==> config.mk <==
export PLATFORM = sky130hd
export DESIGN_NAME = uart_rx_cfg_flat
export DESIGN_NICKNAME = d
export VERILOG_FILES = /design/src/rtl/uart_rx_cfg_if.sv /design/src/rtl/uart_rx_cfg.sv /design/src/flat_wrapper.sv
export SDC_FILE = /design/constraint.sdc
export NUM_CORES = 1
export LEC_CHECK = 0
export ABC_CLOCK_PERIOD_IN_PS = 4600
export BUFFER_PORTS_ARGS = -buffer_cell sky130_fd_sc_hd__buf_2
export CORE_MARGIN = 10
export CORE_UTILIZATION = 50
export CTS_BUF_LIST = sky130_fd_sc_hd__clkbuf_8
export CTS_CLUSTER_SIZE = 16
export DETAILED_ROUTE_END_ITERATION = 10
export PLACE_DENSITY = 0.68
export SLEW_MARGIN = 40
export SYNTH_ARGS = -nofsm -noshare
export SYNTH_HDL_FRONTEND = slang
export SYNTH_SLANG_ARGS = --single-unit
==> constraint.sdc <==
create_clock -name sys_clk -period 4.6 [get_ports sys_clk]
set_input_delay 1.15 -clock sys_clk [delete_from_list [all_inputs] [get_ports sys_clk]]
set_output_delay 1.15 -clock sys_clk [all_outputs]
set_load 0.05 [all_outputs]
==> src/rtl/uart_rx_cfg_if.sv <==
// Receiver-side bundle: the serial line in, plus the published word and its flags.
//
// Handshake: po_flag is a valid strobe with no ready. It is high for exactly one
// cycle per received frame, and po_data and the three error flags are valid in
// that cycle. They then hold their values until the next frame is published.
// The consumer must capture the word in the po_flag cycle because the receiver
// never stalls.
interface uart_rx_cfg_if #(
    parameter int DATA_BITS = 8
);
    logic                 rx;
    logic [DATA_BITS-1:0] po_data;
    logic                 po_flag;
    logic                 po_parity_err;
    logic                 po_frame_err;
    logic                 po_break;

    // Line driver / word consumer side
    modport master (
        output rx,
        input  po_data, po_flag, po_parity_err, po_frame_err, po_break
    );

    // Receiver side
    modport slave (
        input  rx,
        output po_data, po_flag, po_parity_err, po_frame_err, po_break
    );
endinterface

==> src/rtl/uart_rx_cfg.sv <==
// Configurable UART receiver. It uses a two-flop synchroniser and 3-sample majority
// bit decisions, and rejects false starts. Each frame is published as one
// registered word with parity, framing and break flags.
module uart_rx_cfg #(
    parameter int CLK_FREQ  = 50_000_000,
    parameter int UART_BPS  = 9600,
    parameter int DATA_BITS = 8,
    parameter int PARITY    = 0,
    parameter int STOP_BITS = 1
) (
    input  logic          sys_clk,
    input  logic          sys_rst,
    uart_rx_cfg_if.slave  bus,
    output logic [2:0]    fsm_state
);
    localparam int BAUD_CNT_MAX = CLK_FREQ / UART_BPS;
    localparam int MID          = BAUD_CNT_MAX / 2 - 1;
    localparam int CNT_W        = $clog2(BAUD_CNT_MAX);

    localparam logic [CNT_W-1:0] CNT_LAST = CNT_W'(BAUD_CNT_MAX - 1);
    localparam logic [CNT_W-1:0] SMP_A    = CNT_W'(MID - 1);
    localparam logic [CNT_W-1:0] SMP_B    = CNT_W'(MID);
    localparam logic [CNT_W-1:0] SMP_C    = CNT_W'(MID + 1);
    localparam logic [3:0]       DATA_LAST = 4'(DATA_BITS - 1);
    localparam logic [3:0]       STOP_LAST = 4'(STOP_BITS - 1);

    typedef enum logic [2:0] {
        S_IDLE  = 3'd0,
        S_START = 3'd1,
        S_DATA  = 3'd2,
        S_PAR   = 3'd3,
        S_STOP  = 3'd4
    } state_t;

    state_t               state, state_nxt;
    logic                 rx_s1, rx_s2, rx_d;
    logic [CNT_W-1:0]     cnt;
    logic                 samp_a, samp_b;
    logic [3:0]           bit_idx;
    logic [DATA_BITS-1:0] shift;
    logic                 par_err, frm_err, all_zero;

    logic start_edge, bit_val, bit_tick, par_exp, brk_now, frm_now;

    assign fsm_state  = state;
    assign start_edge = ~rx_s2 & rx_d;
    assign bit_val    = (samp_a & samp_b) | (samp_a & rx_s2) | (samp_b & rx_s2);
    assign bit_tick   = (state != S_IDLE) && (cnt == SMP_C);
    assign par_exp    = (PARITY == 1) ? ~^shift : ^shift;
    // Break only looks at the first stop bit; the second one counts toward framing only.
    assign brk_now    = all_zero & ~((bit_idx == 4'd0) & bit_val);
    assign frm_now    = frm_err | ~bit_val;

    // Synchronise rx and keep a delayed copy for falling-edge detection.
    always_ff @(posedge sys_clk or posedge sys_rst) begin
        if (sys_rst) begin
            rx_s1 <= 1'b1;
            rx_s2 <= 1'b1;
            rx_d  <= 1'b1;
        end else begin
            rx_s1 <= bus.rx;
            rx_s2 <= rx_s1;
            rx_d  <= rx_s2;
        end
    end

    // Baud counter: parked at 0 while idle, free-running modulo BAUD_CNT_MAX in a frame.
    always_ff @(posedge sys_clk or posedge sys_rst) begin
        if (sys_rst)                cnt <= '0;
        else if (state == S_IDLE)   cnt <= '0;
        else if (cnt == CNT_LAST)   cnt <= '0;
        else                        cnt <= cnt + 1'b1;
    end

    // Capture the first two of the three mid-bit samples; the third is taken live.
    always_ff @(posedge sys_clk or posedge sys_rst) begin
        if (sys_rst) begin
            samp_a <= 1'b1;
            samp_b <= 1'b1;
        end else begin
            if (cnt == SMP_A) samp_a <= rx_s2;
            if (cnt == SMP_B) samp_b <= rx_s2;
        end
    end

    // State register.
    always_ff @(posedge sys_clk or posedge sys_rst) begin
        if (sys_rst) state <= S_IDLE;
        else         state <= state_nxt;
    end

    // Next-state logic: every transition out of a frame state happens on a bit decision.
    always_comb begin
        state_nxt = state;
        case (state)
            S_IDLE:  if (start_edge) state_nxt = S_START;
            S_START: if (bit_tick)   state_nxt = bit_val ? S_IDLE : S_DATA;
            S_DATA:  if (bit_tick && bit_idx == DATA_LAST)
                         state_nxt = (PARITY != 0) ? S_PAR : S_STOP;
            S_PAR:   if (bit_tick)   state_nxt = S_STOP;
            S_STOP:  if (bit_tick && bit_idx == STOP_LAST) state_nxt = S_IDLE;
            default: state_nxt = S_IDLE;
        endcase
    end

    // Frame datapath: shift data, accumulate errors, publish on the last stop decision.
    always_ff @(posedge sys_clk or posedge sys_rst) begin
        if (sys_rst) begin
            bit_idx           <= '0;
            shift             <= '0;
            par_err           <= 1'b0;
            frm_err           <= 1'b0;
            all_zero          <= 1'b0;
            bus.po_data       <= '0;
            bus.po_flag       <= 1'b0;
            bus.po_parity_err <= 1'b0;
            bus.po_frame_err  <= 1'b0;
            bus.po_break      <= 1'b0;
        end else begin
            bus.po_flag <= 1'b0;
            if (bit_tick) begin
                case (state)
                    S_START: begin
                        bit_idx  <= '0;
                        par_err  <= 1'b0;
                        frm_err  <= 1'b0;
                        all_zero <= 1'b1;
                    end
                    S_DATA: begin
                        shift   <= {bit_val, shift[DATA_BITS-1:1]};
                        bit_idx <= (bit_idx == DATA_LAST) ? 4'd0 : bit_idx + 4'd1;
                        if (bit_val) all_zero <= 1'b0;
                    end
                    S_PAR: begin
                        if (bit_val != par_exp) par_err <= 1'b1;
                        if (bit_val) all_zero <= 1'b0;
                    end
                    S_STOP: begin
                        frm_err <= frm_now;
                        if (bit_idx == 4'd0 && bit_val) all_zero <= 1'b0;
                        if (bit_idx == STOP_LAST) begin
                            bit_idx           <= '0;
                            bus.po_data       <= brk_now ? '0 : shift;
                            bus.po_parity_err <= (PARITY != 0) && par_err;
                            bus.po_frame_err  <= frm_now | brk_now;
                            bus.po_break      <= brk_now;
                            bus.po_flag       <= 1'b1;
                        end else begin
                            bit_idx <= bit_idx + 4'd1;
                        end
                    end
                    default: ;
                endcase
            end
        end
    end
endmodule

==> src/flat_wrapper.sv <==
// flat-port wrapper written by rule: the top's interface ports become plain ports
module uart_rx_cfg_flat 
#(
    parameter int CLK_FREQ  = 50_000_000,
    parameter int UART_BPS  = 9600,
    parameter int DATA_BITS = 8,
    parameter int PARITY    = 0,
    parameter int STOP_BITS = 1
)
  (sys_clk, sys_rst, fsm_state, bus_rx, bus_po_data, bus_po_flag, bus_po_parity_err, bus_po_frame_err, bus_po_break);
  uart_rx_cfg_if #(.DATA_BITS(DATA_BITS)) bus_i ();
  input  logic sys_clk;
  input  logic sys_rst;
  output logic [2:0] fsm_state;
  input wire logic [$bits(bus_i.rx)-1:0] bus_rx;
  output wire logic [$bits(bus_i.po_data)-1:0] bus_po_data;
  output wire logic [$bits(bus_i.po_flag)-1:0] bus_po_flag;
  output wire logic [$bits(bus_i.po_parity_err)-1:0] bus_po_parity_err;
  output wire logic [$bits(bus_i.po_frame_err)-1:0] bus_po_frame_err;
  output wire logic [$bits(bus_i.po_break)-1:0] bus_po_break;
  assign bus_i.rx = bus_rx;
  assign bus_po_data = bus_i.po_data;
  assign bus_po_flag = bus_i.po_flag;
  assign bus_po_parity_err = bus_i.po_parity_err;
  assign bus_po_frame_err = bus_i.po_frame_err;
  assign bus_po_break = bus_i.po_break;
  uart_rx_cfg #(.CLK_FREQ(CLK_FREQ), .UART_BPS(UART_BPS), .DATA_BITS(DATA_BITS), .PARITY(PARITY), .STOP_BITS(STOP_BITS)) u_core (.sys_clk(sys_clk), .sys_rst(sys_rst), .bus(bus_i), .fsm_state(fsm_state));
endmodule
==> results.md, run 1 <==
* Status: complete, no violations
* Post-Syn Area at 0.00227 mm²
* Startpoint Class: register
* Post-synth ARST share at 100%
* Slew @ Worst Pin at 546 ps
* Drt wl/cell at 14.7 µm
* Family with the most delay on the worst path: simple AND/OR/NAND/NOR gates
* Initial antenna violation count at 0
* Switch Pwr at 235 µW
* Drt first pass iters at 4
* Leakage power at 1.18 nW
* Mean Syn Cell Area at 10.4 µm²
* DR iter-0 viols at 83
* Critical Path Max Stage Delay at 800 ps
* Crit-path slowest cell: or4_1
* Share of cells above drive strength 1 at 20.6%
* Final Skew at 13.8 ps
* Sum Neg Setup Slack at 0 ps
* Clk network pwr share at 39.4%
* Post-synth top flop: dfrtp_1
* Hold Buf Count CTS at 0
* N_diodes at 0
* Vias in the first global route at 1462
* GRT Total Usage at 11.0%
* CTS buffer count at 5
* RD Place Congestion at 0.818
* DRC Markers at 0
* Setup bufs post-CTS at 0
* Worst VDD drop at 0.387 mV
* Top Ports at 18
* Ys Warns at 0
* DP Wirelength at 2.87 mm
* Via-per-instance ratio at 5.55
* Gate power share at 10.4%
* Final ANT Viol Nets at 0
* Pin count of the biggest net entering global routing at 47
* Min setup slack post-route at 1920 ps
* Tmin final at 2680 ps
* Horiz. Die Dim at 87.4 µm
* Post-route cell area at 0.00248 mm²
* Clk sinks at 46
* Sequential share of the synthesized area at 50.9%
* CTS Root Cell: clkbuf_8
* CP required at 4780 ps
* Remaining Overflow, GRT at 0
* CP max FO at 17
* Sequential power share at 50.2%
* Final setup violation count at 0
* Worst-path clk slew at 90 ps
* Crit-path cells: or2_1 -> or4_1 -> or3_1 -> mux2_4
* Critical Path AT at 2860 ps
* Tot Pwr at 919 µW
* Initial core utilization at 51.8%
* Number of library cell types mapped by synthesis at 43
* Detailed Route WL at 4.12 mm
* Worst Hold Class: reg -> reg
* Clock latency on the worst-skew pair at 300 ps
* Post-CTS Resized at 0
* CTS H-tree lvls at 2
* Total Nets Final at 235
* CTS tree: done
* Synthesized flop and latch total at 46
* Fin. Hold Viols at 0
* PD cells at 371 mW/mm²
* Die Ht at 87.4 µm
* Max cap viols at 0
* Sw Ratio at 25.6%
* Crit path buf inv count at 0
* Fmax at 373 MHz
* Hold_ws at 359 ps
* Fin crit share at 58.2%
* Int Pwr at 683 µW
* Final Max Tran Viols at 0
* First-pass GRT wire length at 6.93 mm
* Port bufs at 16
* Crit path kind: reg -> reg
* Clk buf depth at 2
* EDFF count, synth at 0
* FP Rows at 24
* P&R area growth vs syn at 9.03%
* Max-slew headroom at 63.6%
* Pre-CTS setup slack at 1950 ps
* Cells after Synth at 219
* Core Area at 0.00438 mm²
* RSZ-0062 raised after global routing: no
* Worst setup EP type: register
* Placed inst area at 0.00234 mm²
* Vias at 1554
* Die Area at 0.00764 mm²
* Mapped Nets at 227
[cells by family (layout without fill, tap and decap cells)]
group | count (synthesis) | after routing | synth area share, %
simple gates | 80 | 80 | 19.3
other cells | 1 | 1 | 0.165
compound gates | 36 | 36 | 8.70
fa+ha+maj | 6 | 6 | 3.19
mux | 13 | 13 | 7.71
flops | 46 | 46 | 50.9
buf+inv | 25 | 34 | 5.34
xor+xnor | 12 | 12 | 4.63
[registers in the layout, indices dropped and copies added, names as in the netlist, 3 cells and up]
| signal | count |
|---|---|
| u_core.fsm_state | 3 |
| u_core.cnt | 13 |
| u_core.bit_idx | 4 |
| u_core.bus.po_data | 8 |
| u_core.shift | 8 |
[layout by cell type (no fill, tap or decap), types with 2 or more instances in the layout]
master     netlist  routed
a31oi_1          2       2
inv_1            9       8
mux2_2           4       4
nor4bb_1         2       2
nand3_1          5       5
nand4_1          8       8
and2_1           3       3
a211oi_1         2       2
nand2_1         15      15
or2_2            3       3
nand4bb_1        2       2
nor3b_1          4       4
nor2_1          21      21
dfstp_2          5       5
bufinv_16        0       2
xor2_1           9       9
xnor2_1          3       3
a21oi_1          4       4
and4_1           2       2
nor4_1           2       2
dfrtp_1         41      41
mux2_4           8       8
clkbuf_8         0       5
buf_2            1      16
and3_1           3       3
o21ai_0         25      25
ha_1             5       5
nand2b_1         3       3
[power by group through the flow]
stage	Sequential, mW	Combinational (mW)	Clock, mW
CTS	0.461	0.0980	0.371
finish	0.461	0.0953	0.362
global placement	0.469	0.0942	0
floorplan	0.464	0.0789	0
detailed placement	0.468	0.0984	0
global route	0.467	0.110	0.380
[Yosys cell counts, types with 4 or more instances]
cell | instances | area share, %
o21ai_0 | 25 | 5.5
dfstp_2 | 5 | 5.8
nand3_1 | 5 | 1.1
dfrtp_1 | 41 | 45
mux2_2 | 4 | 2.0
nor2_1 | 21 | 3.5
nor3b_1 | 4 | 1.3
inv_1 | 9 | 1.5
xor2_1 | 9 | 3.5
clkbuf_1 | 10 | 1.7
a21oi_1 | 4 | 0.88
nand2_1 | 15 | 2.5
nand4_1 | 8 | 2.2
ha_1 | 5 | 2.8
mux2_4 | 8 | 5.3
[per-layer routing]
| layer | vias up | track usage [%] | part of all wire [%] |
|---|---|---|---|
| met2 | 21 | 16.2 | 44 |
| met4 | 0 | 3.48 | 1.0 |
| met3 | 6 | 3.00 | 4.4 |
| met5 | - | 0 | 0 |
| met1 | 762 | 15.3 | 50 |
| li1 | 765 | - | - |
[stage by stage]
step / std cells / utilization, %
floorplan: 219 / -
global placement: 272 / 53.3
detailed placement: 272 / 53.4
CTS: 280 / 56.5
global route: 280 / 56.5
finish: 280 / 56.5
[path summary, 6_finish.rpt]
check	from	to	slack, ps	depth (start not counted)
setup / recovery	u_core.cnt[7]$_DFF_PP0_	u_core.shift[7]$_DFFE_PP0P_	1920	4
hold / removal	u_core.rx_s1$_DFF_PP1_	u_core.rx_s2$_DFF_PP1_	360	0
setup reg to reg	u_core.cnt[7]$_DFF_PP0_	u_core.shift[7]$_DFFE_PP0P_	1920	4
hold reg to reg	u_core.rx_s1$_DFF_PP1_	u_core.rx_s2$_DFF_PP1_	360	0
max in group asynchronous	sys_rst	u_core.rx_d$_DFF_PP1_	3310	2
min in group asynchronous	sys_rst	u_core.bus.po_data[3]$_DFFE_PP0P_	900	2
[layout make-up]
type | instances | area [µm²]
clock inverter | 3 | 68.8
timing repair buffer | 17 | 87.6
sequential | 46 | 1160
clock buffer | 5 | 68.8
inverter | 9 | 36.3
tap | 52 | 65.1
multi-input combinational | 148 | 993
fill | 384 | 1910
(Power assumes the default switching activity.)
==> run 2, diff against run 1 <==
--- a/config.mk
+++ b/config.mk
@@ -5,14 +5,14 @@
 export SDC_FILE = /design/constraint.sdc
 export NUM_CORES = 1
 export LEC_CHECK = 0
-export ABC_CLOCK_PERIOD_IN_PS = 4600
+export ABC_CLOCK_PERIOD_IN_PS = 2300
 export BUFFER_PORTS_ARGS = -buffer_cell sky130_fd_sc_hd__buf_2
 export CORE_MARGIN = 10
 export CORE_UTILIZATION = 50
 export CTS_BUF_LIST = sky130_fd_sc_hd__clkbuf_8
 export CTS_CLUSTER_SIZE = 16
 export DETAILED_ROUTE_END_ITERATION = 10
-export PLACE_DENSITY = 0.68
+export PLACE_DENSITY = 0.71
 export SLEW_MARGIN = 40
 export SYNTH_ARGS = -nofsm -noshare
 export SYNTH_HDL_FRONTEND = slang
==> constraint.sdc (replaced) <==
create_clock -name sys_clk -period 2.3 [get_ports sys_clk]
set_input_delay 0.575 -clock sys_clk [delete_from_list [all_inputs] [get_ports sys_clk]]
set_output_delay 0.575 -clock sys_clk [all_outputs]
set_load 0.05 [all_outputs]
==> results.md, run 2 (synthesis results as in run 1) <==
* Status: complete, no violations
* Die Ht at 87.4 µm (unchanged)
* Crit path buf inv count at 2 (+2)
* Worst-path clk slew at 90 ps (about the same)
* Top reg by flops: u_core.cnt
* Sw Ratio at 28.0% (+2.4 points)
* Core Area at 0.00438 mm² (unchanged)
* Reg2reg start: u_core.cnt[0]$_DFF_PP0_
* Initial core utilization at 51.8% (unchanged)
* Vias at 1593 (+2.5%)
* CTS H-tree lvls at 2 (unchanged)
* Post-CTS Resized at 0 (unchanged)
* Family with the most delay on the worst path: simple AND/OR/NAND/NOR gates
* Int Pwr at 1.18 mW (+73%)
* Post-Layout Cell Count at 289 (+3.2%)
* Max-slew headroom at 49.3% (-14 points)
* Worst VDD drop at 0.525 mV (+36%)
* Pin count of the biggest net entering global routing at 23 (-51%)
* Clk buf depth at 2 (unchanged)
* Fin crit share at 93.9% (+36 points)
* Number of flip-flops in the largest register at 13 (unchanged)
* Startpoint Class: register
* Total Nets Final at 244 (+3.8%)
* Commonest non-fill, non-tap cells in the layout: 41 x dfrtp_1, 25 x o21ai_0, 21 x nor2_1, 16 x buf_2, 15 x nand2_1
* Slew @ Worst Pin at 756 ps (+209 ps)
* Clk sinks at 46 (unchanged)
* CTS tree: done
* Tmin final at 2160 ps (-518 ps)
* Crit-path cells: inv_1 -> ha_1 -> nand2_1 -> or4_1 -> buf_4 -> or2_4 -> mux2_2
* Initial antenna violation count at 0 (unchanged)
* DP Wirelength at 3.15 mm (+10%)
* Commonest non-fill, non-tap cell in the layout: dfrtp_1
* GRT Total Usage at 12.9% (+1.8 points)
* Port bufs at 16 (unchanged)
* Worst setup EP type: register
* Drt wl/cell at 15.8 µm (+7.5%)
* Fin util at 57.2% (+0.69 points)
* DRC Markers at 0 (unchanged)
* Via-per-instance ratio at 5.51 (-0.68%)
* Gate power share at 13.3% (+2.9 points)
* Hold Buf Count CTS at 0 (unchanged)
* Fmax at 463 MHz (+24%)
* Crit path kind: reg -> reg
* RSZ-0062 raised after global routing: no
* PD cells at 656 mW/mm² (+77%)
* Share of cells above drive strength 1 at 23.6% (+3.0 points)
* FP Rows at 24 (unchanged)
* Fin. Hold Viols at 0 (unchanged)
* Clk network pwr share at 30.9% (-8.5 points)
* Clock latency on the worst-skew pair at 300 ps (about the same)
* CTS Root Cell: clkbuf_8
* CP max FO at 16 (-1)
* Top Ports at 18 (unchanged)
* Final ANT Viol Nets at 0 (unchanged)
* DR iter-0 viols at 98 (+18%)
* Final Max Tran Viols at 0 (unchanged)
* Sum Neg Setup Slack at 0 ps (unchanged)
* Remaining Overflow, GRT at 0 (unchanged)
* Final Skew at 11.6 ps (-2.16 ps)
* Largest regs: u_core.cnt (13), u_core.bus.po_data (8), u_core.shift (8)
* Switch Pwr at 461 µW (+96%)
* Hold_ws at 301 ps (-58.4 ps)
* Dpl cells at 281 (+3.3%)
* CTS buffer count at 5 (unchanged)
* Max cap viols at 0 (unchanged)
* Worst Hold Class: in -> async
* Sequential power share at 55.8% (+5.6 points)
* Crit-path slowest cell: or4_1
* N_diodes at 0 (unchanged)
* Leakage power at 1.20 nW (+1.9%)
* Setup bufs post-CTS at 0 (unchanged)
* Horiz. Die Dim at 87.4 µm (unchanged)
* Final setup violation count at 0 (unchanged)
* Critical Path AT at 2340 ps (-520 ps)
* Die Area at 0.00764 mm² (unchanged)
* Crit. Startpoint: u_core.cnt[0]$_DFF_PP0_
* RD Place Congestion at 0.807 (-1.4%)
* First-pass GRT wire length at 7.90 mm (+14%)
* CP required at 2480 ps (-2300 ps)
* Drt first pass iters at 4 (unchanged)
* Vias in the first global route at 1650 (+13%)
* Detailed Route WL at 4.57 mm (+11%)
* P&R area growth vs syn at 10.4%
* Critical Path Max Stage Delay at 520 ps (-280 ps)
run 2: cell count changes in the layout (fill, tap and decap cells not counted), sizes merged:
| cell | before | now |
|---|---|---|
| clkbuf | 5 | 6 |
| clkinvlp | 0 | 1 |
| buf | 17 | 26 |
| bufinv | 2 | 0 |
| clkinv | 1 | 2 |
| inv | 9 | 8 |
run 2: path summary, 6_finish.rpt:
| kind | end | slack (ps) | cells after the start |
|---|---|---|---|
| worst max-delay path | u_core.bus.po_frame_err$_DFFE_PP0P_ | 140 | 7 |
| worst min-delay path | u_core.cnt[0]$_DFF_PP0_ | 300 | 2 |
| worst max register to register | u_core.bus.po_frame_err$_DFFE_PP0P_ | 140 | 7 |
| worst min register to register | u_core.rx_s2$_DFF_PP1_ | 360 | 0 |
| max in group asynchronous | u_core.fsm_state[1]$_DFFE_PP0P_ | 1360 | 3 |
| min in group sys_clk | u_core.rx_s2$_DFF_PP1_ | 360 | 0 |
run 2: worst reg2reg max path, delay by kind of cell, from the launching register on:
| kind | cells | cell delay (ps) |
|---|---|---|
| fa+ha+maj | 1 | 140 |
| buf+inv | 2 | 310 |
| flops | 1 | 410 |
| mux | 1 | 290 |
| simple gates | 3 | 890 |
run 2: final cells by class:
cell class | count | area (µm²)
fillers | 393 | 1880
multi-input cells | 148 | 1000
inverters | 9 | 33.8
clock buffers | 6 | 82.6
well taps | 52 | 65.1
repair buffers | 26 | 155
flip-flops and latches | 46 | 1160
clock inverters | 2 | 12.5
run 2: per-stage QoR:
step           total power, mW  instance area [µm²]  setup WS (ps)
6_report                  1.65                 2510            139
5_1_grt                   1.72                 2510           40.5
2_1_floorplan             1.09                 2270           51.7
3_5_place_dp              1.15                 2400           42.5
4_1_cts                   1.66                 2500           18.1
3_3_place_gp              1.14                 2400           97.6
run 2: power by group through the flow:
stage	sequential [mW]	clock [mW]	combinational, mW
CTS	0.914	0.523	0.220
floorplan	0.928	0	0.158
finish	0.918	0.509	0.219
global route	0.927	0.549	0.244
detailed placement	0.928	0	0.221
global placement	0.928	0	0.217
run 2: metal layers:
layer	GRT usage, %	wire (µm)	vias up
li1	-	-	789
met1	16.7	2100	768
met2	19.8	2200	29
met3	3.65	197	7
met4	4.78	71	0
met5	0	0	-
==> run 3, diff against run 2 <==
--- a/config.mk
+++ b/config.mk
@@ -5,7 +5,8 @@
 export SDC_FILE = /design/constraint.sdc
 export NUM_CORES = 1
 export LEC_CHECK = 0
-export ABC_CLOCK_PERIOD_IN_PS = 2300
+export ABC_AREA = 1
+export ABC_CLOCK_PERIOD_IN_PS = 1870
 export BUFFER_PORTS_ARGS = -buffer_cell sky130_fd_sc_hd__buf_2
 export CORE_MARGIN = 10
 export CORE_UTILIZATION = 50
==> constraint.sdc (replaced) <==
create_clock -name sys_clk -period 1.87 [get_ports sys_clk]
set_input_delay 0.4675 -clock sys_clk [delete_from_list [all_inputs] [get_ports sys_clk]]
set_output_delay 0.4675 -clock sys_clk [all_outputs]
set_load 0.05 [all_outputs]
==> results.md, run 3 <==
* Status: complete, no violations
* Initial core utilization at 52.5% (+0.71 points)
* Synthesized flop and latch total at 46 (unchanged)
* Mapped Nets at 288 (+27%)
* CTS tree: done
* RD Place Congestion at 0.864 (+7.1%)
* Post-synth top cells: 77 x nand2_1, 41 x dfrtp_1, 30 x nand3_1, 27 x inv_1, 24 x nor2_1
* GRT Total Usage at 12.9% (about the same)
* CTS Root Cell: clkbuf_8
* Crit path kind: reg -> reg
* Hold Buf Count CTS at 0 (unchanged)
* Total Nets Final at 312 (+28%)
* Sequential share of the synthesized area at 49.6% (-1.4 points)
* First-pass GRT wire length at 8.09 mm (+2.4%)
* Clk buf depth at 2 (unchanged)
* Final Skew at 4.43 ps (-7.19 ps)
* Sequential power share at 46.8% (-9.0 points)
* Drt wl/cell at 12.8 µm (-19%)
* N_diodes at 0 (unchanged)
* Mean Syn Cell Area at 8.34 µm² (-20%)
* Cells after Synth at 280 (+28%)
* Post-CTS Resized at 0 (unchanged)
* PD cells at 938 mW/mm² (+43%)
* Largest regs: u_core.cnt (13), u_core.bus.po_data (8), u_core.shift (8)
* Worst-path clk slew at 80 ps (about the same)
* Dpl cells at 349 (+24%)
* Tmin final at 1680 ps (-481 ps)
* Worst setup EP type: register
* Top reg by flops: u_core.cnt
* Via-per-instance ratio at 5.07 (-8.0%)
* Pin count of the biggest net entering global routing at 30 (+30%)
* Clk network pwr share at 27.5% (-3.4 points)
* Top Ports at 18 (unchanged)
* Commonest non-fill, non-tap cells in the layout: 77 x nand2_1, 41 x dfrtp_1, 30 x nand3_1, 26 x inv_1, 24 x nor2_1
* Ys Warns at 0 (unchanged)
* DRC Markers at 0 (unchanged)
* Port bufs at 16 (unchanged)
* Fmax at 595 MHz (+29%)
* Die Ht at 88.3 µm (+1.1%)
* Number of library cell types mapped by synthesis at 32 (-26%)
* Share of cells above drive strength 1 at 18.0% (-5.6 points)
* Final ANT Viol Nets at 0 (unchanged)
* DR iter-0 viols at 95 (-3.1%)
* Drt first pass iters at 4 (unchanged)
* Final Max Tran Viols at 0 (unchanged)
* Commonest non-fill, non-tap cell in the layout: nand2_1
* Die Area at 0.00780 mm² (+2.1%)
* Max cap viols at 0 (unchanged)
* Gate power share at 25.7% (+12 points)
* Post-synth top flop: dfrtp_1
* Core Area at 0.00444 mm² (+1.4%)
* Initial antenna violation count at 0 (unchanged)
* Leakage power at 1.32 nW (+9.9%)
* CTS H-tree lvls at 2 (unchanged)
* Fin crit share at 89.8% (-4.1 points)
* Worst Hold Class: in -> async
* Critical Path AT at 1920 ps (-420 ps)
* Detailed Route WL at 4.58 mm (+0.11%)
* RSZ-0062 raised after global routing: no
* Number of flip-flops in the largest register at 13 (unchanged)
* Sum Neg Setup Slack at 0 ps (unchanged)
* Post-Syn Area at 0.00233 mm² (+2.8%)
* Startpoint Class: register
* Post-Layout Cell Count at 357 (+24%)
* EDFF count, synth at 0 (unchanged)
* Int Pwr at 1.57 mW (+32%)
* Vias in the first global route at 1785 (+8.2%)
* Sw Ratio at 35.8% (+7.7 points)
* Horiz. Die Dim at 88.3 µm (+1.1%)
* Fin. Hold Viols at 0 (unchanged)
* Remaining Overflow, GRT at 0 (unchanged)
* Vias at 1810 (+14%)
* Switch Pwr at 872 µW (+89%)
* CP max FO at 8 (-8)
* Most frequently used cell type in the post-synthesis netlist: nand2_1
* Post-synth ARST share at 100% (unchanged)
* CTS buffer count at 5 (unchanged)
* Largest cells by area after synthesis: dfrtp_1 44%, nand2_1 12%, nand3_1 6.4%, dfstp_2 5.6%, inv_1 4.3%
* CP required at 2110 ps (-370 ps)
* DP Wirelength at 3.39 mm (+7.4%)
* Worst VDD drop at 0.464 mV (-12%)
* P&R area growth vs syn at 11.4%
* Clock latency on the worst-skew pair at 300 ps (about the same)
* Top-area cell type share of the netlist area at 43.9% (-1.2 points)
* Setup bufs post-CTS at 0 (unchanged)
* Area leader, netlist: dfrtp_1
* FP Rows at 24 (unchanged)
* Clk sinks at 46 (unchanged)
* Final setup violation count at 0 (unchanged)
==> run 3: path summary, 6_finish.rpt <==
kind                                         start                     endpoint  slack (ps)  cells after the start
max                        u_core.cnt[0]$_DFF_PP0_  u_core.all_zero$_DFFE_PP0P_         190                     11
min                                        sys_rst      u_core.cnt[3]$_DFF_PP0_         150                      2
max reg2reg                u_core.cnt[0]$_DFF_PP0_  u_core.all_zero$_DFFE_PP0P_         190                     11
min reg2reg                 u_core.rx_s1$_DFF_PP1_       u_core.rx_s2$_DFF_PP1_         360                      0
max in group asynchronous                  sys_rst        u_core.rx_d$_DFF_PP1_        1160                      3
min in group sys_clk                        bus_rx       u_core.rx_s1$_DFF_PP1_         260                      1
==> run 3: logic make-up (layout without fill, tap and decap cells) <==
group / after synthesis / in the layout / share of synthesized area [%]
flip-flops: 46 / 46 / 49.6
AO/OA/AOI/OAI: 22 / 22 / 5.14
buffers and inverters: 35 / 60 / 6.48
other: 1 / 1 / 0.161
AND/OR/NAND/NOR: 163 / 163 / 33.0
adder cells (fa/ha/maj): 5 / 5 / 2.68
XOR/XNOR: 8 / 8 / 3.00
==> run 3: per-stage QoR <==
step / total power, mW / instance area, µm² / utilization (%) / hold slack (ps) / setup slack (ps)
finish: 2.44 / 2600 / 58.5 / 151 / 190
global route: 2.59 / 2600 / 58.5 / 171 / 23.2
CTS: 2.47 / 2600 / 58.5 / 155 / 187
detailed placement: 1.78 / 2490 / 56.1 / 353 / 209
global placement: 1.78 / 2490 / 56.1 / 347 / 274
floorplan: 1.63 / 2330 / - / 345 / 215
==> run 3: routing by layer <==
layer | vias to the layer above | GRT usage, % | part of all wire [%]
li1 | 939 | - | -
met1 | 845 | 16.9 | 48
met2 | 20 | 20.0 | 47
met3 | 6 | 3.31 | 3.8
met4 | 0 | 4.70 | 1.2
met5 | - | 0 | 0
==> run 3: final cells by class <==
class / instances / area, µm²
sequential: 46 / 1160
fill: 428 / 1840
tap: 52 / 65.1
timing repair buffer: 21 / 130
inverter: 31 / 116
multi-input combinational: 199 / 1030
clock inverter: 1 / 8.76
clock buffer: 7 / 96.3
==> run 3: critical path: stages, from the launching register on <==
cell and delay (ps):
dfrtp_1 430, inv_1 140, ha_1 160, nand3_1 100
nor2_4 180, nand3_2 130, inv_2 120, buf_4 160
nand2_1 60, nand2_1 60, nand2_1 40, inv_1 40
==> run 3: power by group through the flow <==
stage          registers (mW)  logic, mW  clock network (mW)
2_1_floorplan            1.22      0.409                   0
3_5_place_dp             1.16      0.624                   0
6_report                 1.14      0.627               0.670
3_3_place_gp             1.16      0.622                   0
4_1_cts                  1.14      0.627               0.699
5_1_grt                  1.15      0.705               0.734
